**config.mk**
```make
export PLATFORM = sky130hd
export DESIGN_NAME = video_scan_gen
export DESIGN_NICKNAME = d
export VERILOG_FILES = /design/src/rtl/video_scan_pkg.sv /design/src/rtl/scan_axis_counter.sv /design/src/rtl/video_scan_gen.sv
export SDC_FILE = /design/constraint.sdc
export NUM_CORES = 1
export LEC_CHECK = 0
export CORE_MARGIN = 1.5
export CORE_UTILIZATION = 56
export DETAILED_ROUTE_END_ITERATION = 12
export MAX_ROUTING_LAYER = met4
export PLACE_DENSITY_LB_ADDON = 0.12
export SLEW_MARGIN = 15
export SYNTH_ARGS = -nofsm -noshare
export SYNTH_HDL_FRONTEND = slang
export SYNTH_HIERARCHICAL = 1
export SYNTH_SLANG_ARGS = --single-unit
```
**constraint.sdc**
```tcl
create_clock -name clk -period 3.24 [get_ports clk]
set_input_delay 0.648 -clock clk [delete_from_list [all_inputs] [get_ports clk]]
set_output_delay 0.648 -clock clk [all_outputs]
set_load 0.02 [all_outputs]
```
**src/rtl/video_scan_pkg.sv**
```systemverilog
// rtl/video_scan_pkg.sv - shared types, widths and timing helpers for the raster scan generator
package video_scan_pkg;

    localparam int X_W = 11;
    localparam int Y_W = 10;

    typedef enum logic [1:0] {
        PH_ACTIVE = 2'd0,
        PH_FRONT  = 2'd1,
        PH_SYNC   = 2'd2,
        PH_BACK   = 2'd3
    } phase_t;

    // Total positions along one axis (line length or frame height).
    function automatic int axis_total(input int len_active, input int len_fp,
                                      input int len_sync, input int len_bp);
        return len_active + len_fp + len_sync + len_bp;
    endfunction

    // Phase order along an axis, ignoring phase lengths.
    function automatic phase_t phase_succ(input phase_t p);
        case (p)
            PH_ACTIVE: return PH_FRONT;
            PH_FRONT:  return PH_SYNC;
            PH_SYNC:   return PH_BACK;
            default:   return PH_ACTIVE;
        endcase
    endfunction

endpackage

```
**src/rtl/scan_axis_counter.sv**
```systemverilog
// rtl/scan_axis_counter.sv - one raster axis: position counter, phase FSM and wrap strobe
module scan_axis_counter
    import video_scan_pkg::*;
#(
    parameter int LEN_ACTIVE = 640,
    parameter int LEN_FP     = 16,
    parameter int LEN_SYNC   = 96,
    parameter int LEN_BP     = 48,
    parameter int W          = 11
) (
    input  logic         clk,
    input  logic         rst,
    input  logic         clear,
    input  logic         step,
    output logic [W-1:0] count,
    output phase_t       phase,
    output logic         wrap
);

    localparam int TOTAL = axis_total(LEN_ACTIVE, LEN_FP, LEN_SYNC, LEN_BP);

    logic [W-1:0] count_next;
    phase_t       phase_next;

    function automatic int phase_len(input phase_t p);
        case (p)
            PH_ACTIVE: return LEN_ACTIVE;
            PH_FRONT:  return LEN_FP;
            PH_SYNC:   return LEN_SYNC;
            default:   return LEN_BP;
        endcase
    endfunction

    // Last count value belonging to a phase; the phase is left after this position.
    function automatic logic [W-1:0] phase_last(input phase_t p);
        case (p)
            PH_ACTIVE: return W'(LEN_ACTIVE - 1);
            PH_FRONT:  return W'(LEN_ACTIVE + LEN_FP - 1);
            PH_SYNC:   return W'(LEN_ACTIVE + LEN_FP + LEN_SYNC - 1);
            default:   return W'(TOTAL - 1);
        endcase
    endfunction

    // Following phase, stepping over zero-length phases so they never appear.
    function automatic phase_t phase_after(input phase_t p);
        phase_t q;
        q = phase_succ(p);
        for (int i = 0; i < 3; i++) begin
            if (phase_len(q) == 0) q = phase_succ(q);
        end
        return q;
    endfunction

    // Next-state logic: clear wins, otherwise advance on step and leave a phase at its last position.
    always_comb begin
        count_next = count;
        phase_next = phase;
        wrap       = 1'b0;
        if (clear) begin
            count_next = '0;
            phase_next = PH_ACTIVE;
        end else if (step) begin
            if (count == W'(TOTAL - 1)) begin
                count_next = '0;
                wrap       = 1'b1;
            end else begin
                count_next = count + W'(1);
            end
            if (count == phase_last(phase)) begin
                phase_next = phase_after(phase);
            end
        end
    end

    // Counter and phase state registers.
    always_ff @(posedge clk or posedge rst) begin
        if (rst) begin
            count <= '0;
            phase <= PH_ACTIVE;
        end else begin
            count <= count_next;
            phase <= phase_next;
        end
    end

endmodule

```
**src/rtl/video_scan_gen.sv**
```systemverilog
// rtl/video_scan_gen.sv - raster scan generator with registered coordinates and syncs (option: VIDEO_SCAN_FRAME_PULSE_EN)
module video_scan_gen
    import video_scan_pkg::*;
#(
    parameter int   H_ACTIVE = 640,
    parameter int   H_FP     = 16,
    parameter int   H_SYNC   = 96,
    parameter int   H_BP     = 48,
    parameter int   V_ACTIVE = 480,
    parameter int   V_FP     = 10,
    parameter int   V_SYNC   = 2,
    parameter int   V_BP     = 33,
    parameter logic HS_POL   = 1'b0,
    parameter logic VS_POL   = 1'b0
) (
    input  logic           clk,
    input  logic           reset,
    input  logic           pix_ce,
    input  logic           run,
    output logic [X_W-1:0] gr_x,
    output logic [Y_W-1:0] gr_y,
    output logic           en,
    output logic           hsync,
    output logic           vsync
`ifdef VIDEO_SCAN_FRAME_PULSE_EN
    ,
    output logic           frame_start,
    output logic           line_start
`endif
);

    localparam int H_TOTAL = axis_total(H_ACTIVE, H_FP, H_SYNC, H_BP);
    localparam int V_TOTAL = axis_total(V_ACTIVE, V_FP, V_SYNC, V_BP);

    if (H_TOTAL > 2048 || V_TOTAL > 1024 || H_ACTIVE < 1 || V_ACTIVE < 1) begin : g_bad_timing
        $error("video_scan_gen: timing parameters out of range");
    end

    logic [X_W-1:0] h_count;
    logic [Y_W-1:0] v_count;
    phase_t         h_phase;
    phase_t         v_phase;
    logic           h_wrap;
    logic           unused_v_wrap;

    scan_axis_counter #(
        .LEN_ACTIVE(H_ACTIVE), .LEN_FP(H_FP), .LEN_SYNC(H_SYNC), .LEN_BP(H_BP), .W(X_W)
    ) u_h (
        .clk(clk), .rst(reset), .clear(~run), .step(pix_ce),
        .count(h_count), .phase(h_phase), .wrap(h_wrap)
    );

    scan_axis_counter #(
        .LEN_ACTIVE(V_ACTIVE), .LEN_FP(V_FP), .LEN_SYNC(V_SYNC), .LEN_BP(V_BP), .W(Y_W)
    ) u_v (
        .clk(clk), .rst(reset), .clear(~run), .step(h_wrap),
        .count(v_count), .phase(v_phase), .wrap(unused_v_wrap)
    );

    // Output decode registers: present the current counter position one clk later, all aligned.
    always_ff @(posedge clk or posedge reset) begin
        if (reset) begin
            gr_x  <= '0;
            gr_y  <= '0;
            en    <= 1'b0;
            hsync <= ~HS_POL;
            vsync <= ~VS_POL;
        end else if (!run) begin
            gr_x  <= '0;
            gr_y  <= '0;
            en    <= 1'b0;
            hsync <= ~HS_POL;
            vsync <= ~VS_POL;
        end else if (pix_ce) begin
            gr_x  <= h_count;
            gr_y  <= v_count;
            en    <= (h_phase == PH_ACTIVE) && (v_phase == PH_ACTIVE);
            hsync <= (h_phase == PH_SYNC) ? HS_POL : ~HS_POL;
            vsync <= (v_phase == PH_SYNC) ? VS_POL : ~VS_POL;
        end
    end

`ifdef VIDEO_SCAN_FRAME_PULSE_EN
    // Single-clk start pulses, raised only on the edge that presents x=0 (and y=0 for frames).
    always_ff @(posedge clk or posedge reset) begin
        if (reset) begin
            frame_start <= 1'b0;
            line_start  <= 1'b0;
        end else if (!run) begin
            frame_start <= 1'b0;
            line_start  <= 1'b0;
        end else begin
            frame_start <= pix_ce && (h_count == '0) && (v_count == '0);
            line_start  <= pix_ce && (h_count == '0);
        end
    end
`endif

endmodule

```
* After elaboration in Yosys (flattened, before gate mapping) *
Index checks and enable logic that the tools add are counted.

operators by class
  add/sub/neg operators = 2
  equal/unequal tests = 24
  muxes and demuxes = 89
  reductions and logical operators = 17

operators with widths
  operator               count
  $mux 32                18
  $logic_not 32->1       6
  $pmux 10 s3            4
  $pmux 9 s3             4
  $mux 11                7
  $mux 10                7
  $mux 2                 30
  $pmux 2 s3             8
  $eq 2x1->1 const B     8
  $eq 2x2->1 const B     8
  $logic_not 2->1        8
  $add 11x1->11 const B  1
  $eq 11x10->1 const B   1
  $eq 11x11->1           1
  $mux 1                 11
  $add 10x1->10 const B  1
  $eq 10x10->1           1
  $eq 10x10->1 const B   1
  $ne 2x1->1 const B     3
  $reduce_and 2->1       2
  $ne 2x2->1 const B     1
  $logic_and 1x1->1      1

storage, ports and cells
  flip-flop bits (word level) = 49
  input port bits = 4
  output and inout bits = 24
  word-level logic and storage cells = 141

* Logic depth before layout (Yosys ltp) *
Gate-level depths: netlist of run 1.

  depth after elaboration = 40
  gate-level depth with buffers = 8
  mapped depth without buffers = 8

* By module *
Netlist of run 1, hierarchy kept.

by module, submodules not included
  module                    times used  cells an instance  area an instance (um^2)  sequential area each (um^2)
  video_scan_gen            1           83                 987.2                    603.1
  scan_axis_counter at u_v  1           87                 805.8                    300.3
  scan_axis_counter at u_h  1           85                 789.5                    325.3

* Worst setup path after synthesis of run 1 *
OpenSTA, ideal clock, no wires.

  path kind = input-to-reg
  start point = in run
  end point = reg u_v.count[9]
  setup time = 124 ps
  arrival = 2,339 ps
  required time = 3,116 ps
  path slack = 777 ps
  stages = 8
  buffers on the path = 2
  path through = inv_1 clkbuf_1 clkbuf_1 nor3b_1 o2111ai_1 nor3_1 xnor2_1 nor2_1

on the way
  word-level cells in the longest chain between the ends = 2
  elaborated cells on any way between the ends = 3
  classes of those cells = eq/ne: 1; mux: 2

ends and longest elaborated chain
  item                         RTL line                 text
  start: declaration           video_scan_gen.sv:19     input logic run,
  $mux 1                       scan_axis_counter.sv:59  if (clear) begin
  via h_wrap                   video_scan_gen.sv:43     logic h_wrap;
  $ne 2x1->1 (no source line)  -
  end signal: assignment       scan_axis_counter.sv:81  count <= count_next;
  end: declaration             scan_axis_counter.sv:15  output logic [W-1:0] count,

The timed path passes the listed nets, and every way through them passes these cells.
A chain may end at the register's enable or synchronous reset.

* Worst setup path in the final report of run 1 *
  start point = reg u_h.count[0]
  end point = reg u_v.count[7]

on the way
  word-level cells in the longest chain between the ends = 5

ends and longest elaborated chain
  item                         RTL line                 text
  start: declaration           scan_axis_counter.sv:15
  start signal: assignment     scan_axis_counter.sv:81
  $eq 11x10->1                 scan_axis_counter.sv:63  if (count == W'(TOTAL - 1)) begin
  $mux 1                       scan_axis_counter.sv:63
  $mux 1                       scan_axis_counter.sv:62  end else if (step) begin
  $mux 1                       scan_axis_counter.sv:59
  via h_wrap                   video_scan_gen.sv:43
  $ne 2x1->1 (no source line)  -

The timed path passes the listed nets, and every way through them passes these cells.

==> results.py, run 1 <==
metrics = {
    "cts": {
        "holdBufCountCts": 0,
        "clock_sinks": 49,
        "insertion_delay_ns": 0.30,
        "cts_buffers": 5,
        "post-cts-setup-buffers": 0,
        "cts_tree": "done",
        "clockBufferDepth": 2,
        "ctsHtreeMaxLevel": 2,
        "cts.clk_slew.worst_paths_ns": 0.08,
        "cts_resized": 0,
        "root_buffer": "clkbuf_8",
    },
    "timing": {
        "setup_slack_ns": 0.688,
        "hold_violations": 0,
        "slew_viol_final": 0,
        "slew_headroom_pct": 35.6,
        "tns_ns": 0,
        "period_needed_ns": 2.55,
        "setup_viol": 0,
        "clock_skew_ns": 0.00636,
        "period_share_pct": 78.8,
        "fmax_ghz": 0.392,
        "rsz0062_at_grt": "false",
        "worst_pin_slew_ns": 0.964,
    },
    "yosys": {
        "yosysWarnings": 6,
        "syn-instance-count": 254,
        "postSynthAreaPerCell_sq_um": 10.1,
        "syn_area_sq_um": 2580,
        "synth.net_count": 267,
    },
    "routing": {
        "ant_nets": 0,
        "via_count": 1942,
        "drc": 0,
        "drtIter0Drc": 160,
        "wl_mm": 5.34,
        "avgRoutedWirePerCell_microns": 16.1,
        "viasPerCell": 5.87,
        "drtPass1Iterations": 4,
    },
    "critical_path": {
        "cp.arrival_ns": 2.74,
        "r2r_slack_ns": 0.69,
        "max_stage_delay_ns": 0.44,
        "path_cells": "ha_1, and3_1, nand3_1, nor3b_1, buf_4, o2111ai_1, nor3_1, xnor2_1, nor2_1",
        "reg2reg_depth": 9,
        "critPathTopFamily": "simple AND/OR/NAND/NOR gates",
        "cp.required_ns": 3.43,
        "crit_path_max_fanout": 7,
        "reg2reg_to": "u_v/count[7]$_DFFE_PP0P_",
        "critPathCaptureType": "register",
        "timing.rr.start": "u_h/count[0]$_DFFE_PP0P_",
        "cp_slowest_cell": "dfrtp_1",
        "start_kind": "register",
        "cp_num_buf_inv": 1,
        "crit_type": "register to register",
    },
    "final_layout": {
        "antenna_cells": 0,
        "fin_area_sq_um": 2960,
        "drive_gt1_share_pct": 6.45,
        "layout.cells.non_filler": 331,
        "syn_to_final_growth_pct": 14.9,
        "layout.nets": 292,
        "num-fill-cells": 345,
    },
    "placement": {
        "gp_congestion": 0.845,
        "dp.cells": 324,
        "dpl_worst_slack_ns": 0.609,
        "port_buffers": 27,
        "post_dp_cell_area_sq_um": 2870,
        "dpl.hpwl_mm": 3.55,
    },
    "hold_path": {
        "hp-start": "gr_x[4]$_DFFE_PP0P_",
        "worst_hold_path.endpoint": "gr_x[4]$_DFFE_PP0P_",
        "hold_path_class": "register to register",
        "holdPathStages": 2,
    },
    "global_route": {
        "grt_pass1_vias": 1783,
        "grt_antenna_before_repair": 0,
        "grt_use_total_pct": 23.3,
        "grt_pass1_wl_mm": 8.89,
        "gr-total-overflow": 0,
        "grt_max_degree": 45,
    },
    "power": {
        "power_density_nw_per_um2": 350,
        "vdd_drop_max_mv": 0.231,
        "p_int_mw": 0.803,
        "comb_power_share_pct": 5.6,
        "power_leakage_nw": 1.37,
        "clkPwrFrac_pct": 34.7,
        "p_seq_share_pct": 59.6,
        "switchingPower_mw": 0.234,
        "switching_share_pct": 22.6,
        "report.power.total_mw": 1.04,
    },
    "die": {
        "die-area_sq_um": 5020,
        "std_cell_rows": 24,
        "initial_core_util_pct": 58.8,
        "die_h_microns": 70.8,
        "die_width_microns": 70.8,
        "ios": 28,
        "coreArea_sq_um": 4380,
    },
    "job": {
        "cap_violations": 0,
    },
    "run_status": {
        "status": "completed",
    },
}
layout by cell type (no fill, tap or decap), types with 3 or more instances in the layout:
cell	count
nand4_1	5
inv_1	11
clkdlybuf4s50_1	26
a21oi_1	8
nand2_1	11
nor2_1	40
mux2i_1	22
o21ai_0	4
xnor2_1	4
dfrtp_1	47
ha_1	9
buf_4	3
nor3b_1	3
o31ai_1	4
nand3b_1	3
and3_1	7
nand3_1	10
xor2_1	10
nand2b_1	4
and3b_1	3
nor3_1	4
clkbuf_8	6
through the flow:
| step | hold slack [ns] | utilization (%) |
|---|---|---|
| 2_1_floorplan | 0.488 | - |
| 3_3_place_gp | 0.504 | 65.6 |
| 3_5_place_dp | 0.512 | 65.6 |
| 4_1_cts | 0.530 | 67.5 |
| 5_1_grt | 0.563 | 67.5 |
| 6_report | 0.523 | 67.5 |
power groups by stage:
stage / Clock (mW) / Sequential [mW] / Combinational, mW
2_1_floorplan: 0 / 0.632 / 0.0399
3_3_place_gp: 0 / 0.631 / 0.0589
3_5_place_dp: 0 / 0.631 / 0.0599
4_1_cts: 0.373 / 0.618 / 0.0601
5_1_grt: 0.390 / 0.619 / 0.0657
6_report: 0.360 / 0.618 / 0.0585
flip-flops by register name, indices dropped and copies added (netlist names):
name       flops
u_h/phase      2
gr_y          10
u_v/phase      2
vsync          1
en             1
gr_x          11
u_h/count     11
hsync          1
u_v/count     10
how the worst max path moves through the flow:
| stage | depth (start not counted) | slack [ns] | startpoint | to |
|---|---|---|---|---|
| 4_1_cts | 9 | 0.68 | u_h/count[0]$_DFFE_PP0P_ | u_v/count[7]$_DFFE_PP0P_ |
| 3_5_place_dp | 7 | 0.61 | run | u_v/count[7]$_DFFE_PP0P_ |
| 3_3_place_gp | 7 | 0.73 | run | u_v/count[9]$_DFFE_PP0P_ |
| 5_1_grt | 9 | 0.44 | u_h/count[0]$_DFFE_PP0P_ | u_v/count[7]$_DFFE_PP0P_ |
| 6_report | 9 | 0.69 | u_h/count[0]$_DFFE_PP0P_ | u_v/count[7]$_DFFE_PP0P_ |
| 2_1_floorplan | 8 | 0.78 | run | u_v/count[9]$_DFFE_PP0P_ |
layer usage:
layer / GRT usage (%) / wire length [microns]
met2: 35.0 / 2430
met5: - / 0
met4: 5.66 / 39
met3: 4.99 / 207
met1: 32.6 / 2660
worst register-to-register path, cell delays in order (launching register included):
cell	delay, ns
dfrtp_1	0.44
ha_1	0.29
and3_1	0.21
nand3_1	0.27
nor3b_1	0.29
buf_4	0.19
o2111ai_1	0.21
nor3_1	0.31
xnor2_1	0.17
nor2_1	0.06
area by class of cell:
class / count / area (sq um) / area share [%]
clock buffers: 7 / 86.3 / 2.92
inverters: 11 / 41.3 / 1.39
multi-input cells: 182 / 1250 / 42.3
flip-flops and latches: 49 / 1230 / 41.5
well taps: 52 / 65.1 / 2.20
repair buffers: 30 / 288 / 9.72
Note: power is estimated with default switching activity, not from simulation.
==> inputs of run 2 (changes only) <==
==> constraint.sdc (replaced) <==
create_clock -name clk -period 2.6 [get_ports clk]
set_input_delay 0.52 -clock clk [delete_from_list [all_inputs] [get_ports clk]]
set_output_delay 0.52 -clock clk [all_outputs]
set_load 0.02 [all_outputs]
==> results.py, run 2 (synthesis gave the netlist of run 1 again) <==
metrics = {
    "final_layout": {
        "drive_gt1_share_pct": 8.42,
        "layout.cells.non_filler": 337,
        "num-fill-cells": 371,
        "antenna_cells": 0,
        "multiInputGateArea_sq_um": 1250,
        "final_cell_mix": "47 x dfrtp_1, 40 x nor2_1, 26 x clkdlybuf4s50_1",
        "reg_top3": "gr_x x11, u_h/count x11",
        "regArea_sq_um": 1230,
        "final_common_cell": "dfrtp_1",
        "fin_area_sq_um": 3030,
        "layout.nets": 297,
        "syn_to_final_growth_pct": 17.5,
    },
    "cts": {
        "clock_sinks": 49,
        "cts_buffers": 5,
        "root_buffer": "clkbuf_8",
        "ctsHtreeMaxLevel": 2,
        "insertion_delay_ns": 0.30,
        "holdBufCountCts": 0,
        "cts_resized": 0,
        "post-cts-setup-buffers": 0,
        "cts.clk_slew.worst_paths_ns": 0.09,
        "clockBufferDepth": 2,
        "cts_tree": "done",
    },
    "die": {
        "die_width_microns": 70.8,
        "ios": 28,
        "coreArea_sq_um": 4380,
        "die_h_microns": 70.8,
        "std_cell_rows": 24,
        "initial_core_util_pct": 58.8,
        "die-area_sq_um": 5020,
    },
    "global_route": {
        "grt_antenna_before_repair": 0,
        "gr-total-overflow": 0,
        "grt_pass1_vias": 1901,
        "grt_use_total_pct": 23.7,
        "grt_pass1_wl_mm": 9.14,
        "grt_max_degree": 45,
    },
    "critical_path": {
        "crit_path_max_fanout": 7,
        "cp.required_ns": 2.79,
        "path_depth": 9,
        "cp_slowest_cell": "dfrtp_1",
        "path_cells": "ha_1, and3_1, nand3_1, nor3b_1, buf_4, o2111ai_1, nor3_1, xnor2_1, nor2_1",
        "max_stage_delay_ns": 0.45,
        "reg2reg_depth": 9,
        "crit_type": "register to register",
        "cp_num_buf_inv": 1,
        "r2r_slack_ns": 0.25,
        "critPathCaptureType": "register",
        "start_kind": "register",
        "cp.arrival_ns": 2.54,
        "critPathTopFamily": "simple AND/OR/NAND/NOR gates",
    },
    "placement": {
        "port_buffers": 27,
        "post_dp_cell_area_sq_um": 2910,
        "dpl.hpwl_mm": 3.72,
        "dp.cells": 329,
        "gp_congestion": 0.865,
    },
    "timing": {
        "setup_viol": 0,
        "worst_pin_slew_ns": 0.748,
        "period_share_pct": 90.4,
        "clock_skew_ns": 0.0107,
        "hold_violations": 0,
        "tns_ns": 0,
        "slew_viol_final": 0,
        "fmax_ghz": 0.425,
        "slew_headroom_pct": 50.1,
        "rsz0062_at_grt": "false",
        "period_needed_ns": 2.35,
    },
    "hold_path": {
        "hold_path_class": "register to register",
        "holdPathStages": 2,
    },
    "job": {
        "cap_violations": 0,
    },
    "routing": {
        "wl_mm": 5.34,
        "ant_nets": 0,
        "avgRoutedWirePerCell_microns": 15.8,
        "drtIter0Drc": 157,
        "drtPass1Iterations": 5,
        "viasPerCell": 6.01,
        "via_count": 2026,
        "drc": 0,
    },
    "power": {
        "vdd_drop_max_mv": 0.403,
        "power_density_nw_per_um2": 466,
        "power_leakage_nw": 1.41,
    },
    "run_status": {
        "status": "completed",
    },
}
==> run 2: final cells by class <==
| type | instances | share of cell area [%] |
|---|---|---|
| clock buffers | 7 | 2.85 |
| well taps | 52 | 2.15 |
| repair buffers | 35 | 10.7 |
| inverters | 11 | 1.36 |
| multi-input cells | 182 | 41.3 |
| flip-flops and latches | 49 | 40.6 |
| clock inverters | 1 | 0.992 |
==> run 2: per-stage QoR <==
stage | hold WS [ns] | utilization, % | power [mW] | setup WS, ns
2_1_floorplan | 0.385 | - | 0.838 | 0.265
3_3_place_gp | 0.504 | 66.4 | 0.862 | 0.236
3_5_place_dp | 0.511 | 66.4 | 0.863 | 0.193
4_1_cts | 0.533 | 69.1 | 1.42 | 0.225
5_1_grt | 0.574 | 69.1 | 1.46 | 0.0176
6_report | 0.528 | 69.1 | 1.41 | 0.250
==> run 2: final timing paths <==
path | startpoint | to
min in group asynchronous | reset | u_v/phase[1]$_DFFE_PP0P_
min reg2reg | gr_x[7]$_DFFE_PP0P_ | gr_x[7]$_DFFE_PP0P_
min | gr_x[7]$_DFFE_PP0P_ | gr_x[7]$_DFFE_PP0P_
max reg2reg | u_h/count[0]$_DFFE_PP0P_ | u_v/count[7]$_DFFE_PP0P_
max in group asynchronous | reset | gr_x[8]$_DFFE_PP0P_
max | u_h/count[0]$_DFFE_PP0P_ | u_v/count[7]$_DFFE_PP0P_
==> run 2: report_power, final <==
group          internal (mW)  leakage, nW  switching (mW)
clock                  0.314       0.0585           0.251
combinational         0.0257        0.675          0.0494
sequential             0.766        0.675         0.00489
==> run 2: per-layer routing <==
| layer | vias to the layer above | share of wire (%) | global-route usage, % |
|---|---|---|---|
| li1 | 960 | - | - |
| met1 | 988 | 48 | 34.2 |
| met2 | 71 | 45 | 34.4 |
| met3 | 7 | 5.2 | 3.42 |
| met4 | 0 | 1.5 | 8.39 |
| met5 | - | 0 | - |
==> run 2: worst min-delay path: stages, from the launching register on <==
cell	delay (ns)
dfrtp_1	0.35
mux2i_1	0.06
nor2_1	0.08
==> inputs of run 3 (changes only) <==
--- a/config.mk
+++ b/config.mk
@@ -8,6 +8,7 @@
 export CORE_MARGIN = 1.5
 export CORE_UTILIZATION = 56
 export DETAILED_ROUTE_END_ITERATION = 12
+export GPL_TIMING_DRIVEN = 0
 export MAX_ROUTING_LAYER = met4
 export PLACE_DENSITY_LB_ADDON = 0.12
 export SLEW_MARGIN = 15
==> results.py, run 3 (synthesis gave the netlist of run 1 again) <==
metrics = {
    "final_layout": {
        "final_common_cell": "dfrtp_1",
        "syn_to_final_growth_pct": 20.3,
        "reg_top3": "gr_x x11, u_h/count x11",
        "final_cell_mix": "47 x dfrtp_1, 40 x nor2_1, 27 x clkdlybuf4s50_1",
        "antenna_cells": 0,
        "drive_gt1_share_pct": 9.56,
        "layout.nets": 305,
    },
    "die": {
        "die-area_sq_um": 5020,
        "die_width_microns": 70.8,
        "ios": 28,
        "initial_core_util_pct": 58.8,
        "coreArea_sq_um": 4380,
        "std_cell_rows": 24,
        "die_h_microns": 70.8,
    },
    "routing": {
        "viasPerCell": 5.86,
        "avgRoutedWirePerCell_microns": 16.2,
        "via_count": 2023,
        "wl_mm": 5.59,
        "drc": 0,
        "drtPass1Iterations": 5,
        "drtIter0Drc": 138,
        "ant_nets": 0,
    },
    "power": {
        "p_seq_share_pct": 51.8,
        "switching_share_pct": 21.0,
        "switchingPower_mw": 0.313,
        "power_leakage_nw": 1.43,
        "comb_power_share_pct": 5.6,
        "vdd_drop_max_mv": 0.328,
        "power_density_nw_per_um2": 480,
        "report.power.total_mw": 1.49,
        "p_int_mw": 1.18,
        "clkPwrFrac_pct": 42.7,
    },
    "hold_path": {
        "hp-start": "gr_y[2]$_DFFE_PP0P_",
        "worst_hold_path.endpoint": "gr_y[2]$_DFFE_PP0P_",
        "hold_path_class": "register to register",
        "holdPathStages": 2,
    },
    "cts": {
        "clock_sinks": 49,
        "cts_buffers": 5,
        "clockBufferDepth": 2,
        "insertion_delay_ns": 0.30,
        "cts_tree": "done",
        "ctsHtreeMaxLevel": 2,
        "cts.clk_slew.worst_paths_ns": 0.09,
        "root_buffer": "clkbuf_8",
    },
    "critical_path": {
        "start_kind": "register",
        "reg2reg_to": "u_v/count[8]$_DFFE_PP0P_",
        "cp.arrival_ns": 2.53,
        "timing.rr.start": "u_h/count[0]$_DFFE_PP0P_",
        "cp.required_ns": 2.79,
        "r2r_slack_ns": 0.26,
        "reg2reg_depth": 9,
        "crit_path_max_fanout": 7,
        "crit_type": "register to register",
        "critPathCaptureType": "register",
    },
    "timing": {
        "period_share_pct": 89.9,
        "period_needed_ns": 2.34,
        "rsz0062_at_grt": "false",
        "clock_skew_ns": 0.00812,
        "setup_viol": 0,
        "hold_ws_ns": 0.533,
        "slew_headroom_pct": 35.6,
        "slew_viol_final": 0,
        "worst_pin_slew_ns": 0.965,
        "hold_violations": 0,
        "fmax_ghz": 0.428,
        "setup_slack_ns": 0.261,
    },
    "global_route": {
        "gr-total-overflow": 0,
        "grt_pass1_wl_mm": 9.43,
        "grt_antenna_before_repair": 0,
        "grt_use_total_pct": 24.5,
        "grt_pass1_vias": 1978,
        "grt_max_degree": 25,
    },
    "job": {
        "cap_violations": 0,
    },
    "placement": {
        "dpl_worst_slack_ns": -1.00,
        "gp_congestion": 0.877,
        "dpl.hpwl_mm": 3.73,
        "port_buffers": 27,
    },
    "run_status": {
        "status": "completed",
    },
}
## run 3: layout make-up
| cell class | instances | area (sq um) |
|---|---|---|
| timing repair buffer | 32 | 308 |
| sequential | 49 | 1230 |
| inverter | 11 | 45.0 |
| clock buffer | 5 | 68.8 |
| timing repair inverter | 1 | 5.00 |
| tap | 52 | 65.1 |
| multi-input combinational | 182 | 1270 |
| clock inverter | 3 | 65.1 |
| fill | 349 | 1280 |
| buffer | 10 | 48.8 |
## run 3: how the worst max path moves through the flow
stage	from	endpoint	slack, ns	cells after the start
2_1_floorplan	run	u_v/count[9]$_DFFE_PP0P_	0.27	8
3_3_place_gp	run	u_v/count[9]$_DFFE_PP0P_	-0.96	9
3_5_place_dp	run	u_v/count[9]$_DFFE_PP0P_	-1.00	9
4_1_cts	run	u_v/count[8]$_DFFE_PP0P_	0.15	8
5_1_grt	u_h/count[5]$_DFFE_PP0P_	u_v/count[6]$_DFFE_PP0P_	0.09	9
6_report	u_h/count[0]$_DFFE_PP0P_	u_v/count[8]$_DFFE_PP0P_	0.26	9
## run 3: power groups by stage
stage	clock, mW	combinational [mW]	sequential, mW
2_1_floorplan	0	0.0498	0.788
3_3_place_gp	0	0.0783	0.786
3_5_place_dp	0	0.0796	0.786
4_1_cts	0.657	0.0809	0.771
5_1_grt	0.679	0.0922	0.772
6_report	0.636	0.0830	0.771
## run 3: what timing repair did
item                       4_1_cts  5_1_grt
resized for setup                3        1
buffers inserted                 2        3
pin swaps                        1        0
cloned                           1        0
setup endpoints to repair       12        5
hold buffers                     0        0
## run 3: worst max-delay path, cell delays in order, from the launching register on
cell	delay [ns]
dfrtp_1	0.45
ha_1	0.30
and3_1	0.23
nand3_2	0.20
nor3b_4	0.31
buf_4	0.17
o2111a_1	0.25
nand3_1	0.11
xor2_1	0.15
nor2_1	0.05
## run 3: per-stage QoR
| stage | cells | util, % | TNS (ns) | area (sq um) |
|---|---|---|---|---|
| after floorplan | 254 | - | 0 | 2580 |
| after global placement | 333 | 66.4 | -9.58 | 2910 |
| after detailed placement | 333 | 66.4 | -10.19 | 2910 |
| after CTS | 342 | 70.1 | 0 | 3070 |
| after global routing | 345 | 70.7 | 0 | 3100 |
| final | 345 | 70.7 | 0 | 3100 |
## run 3: per-layer routing
metal	vias to the layer above	GRT usage [%]	wire length [microns]
met5	-	-	0
met4	0	10.7	89
met3	10	3.42	230
met2	49	37.0	2570
met1	994	33.3	2690
li1	970	-	-
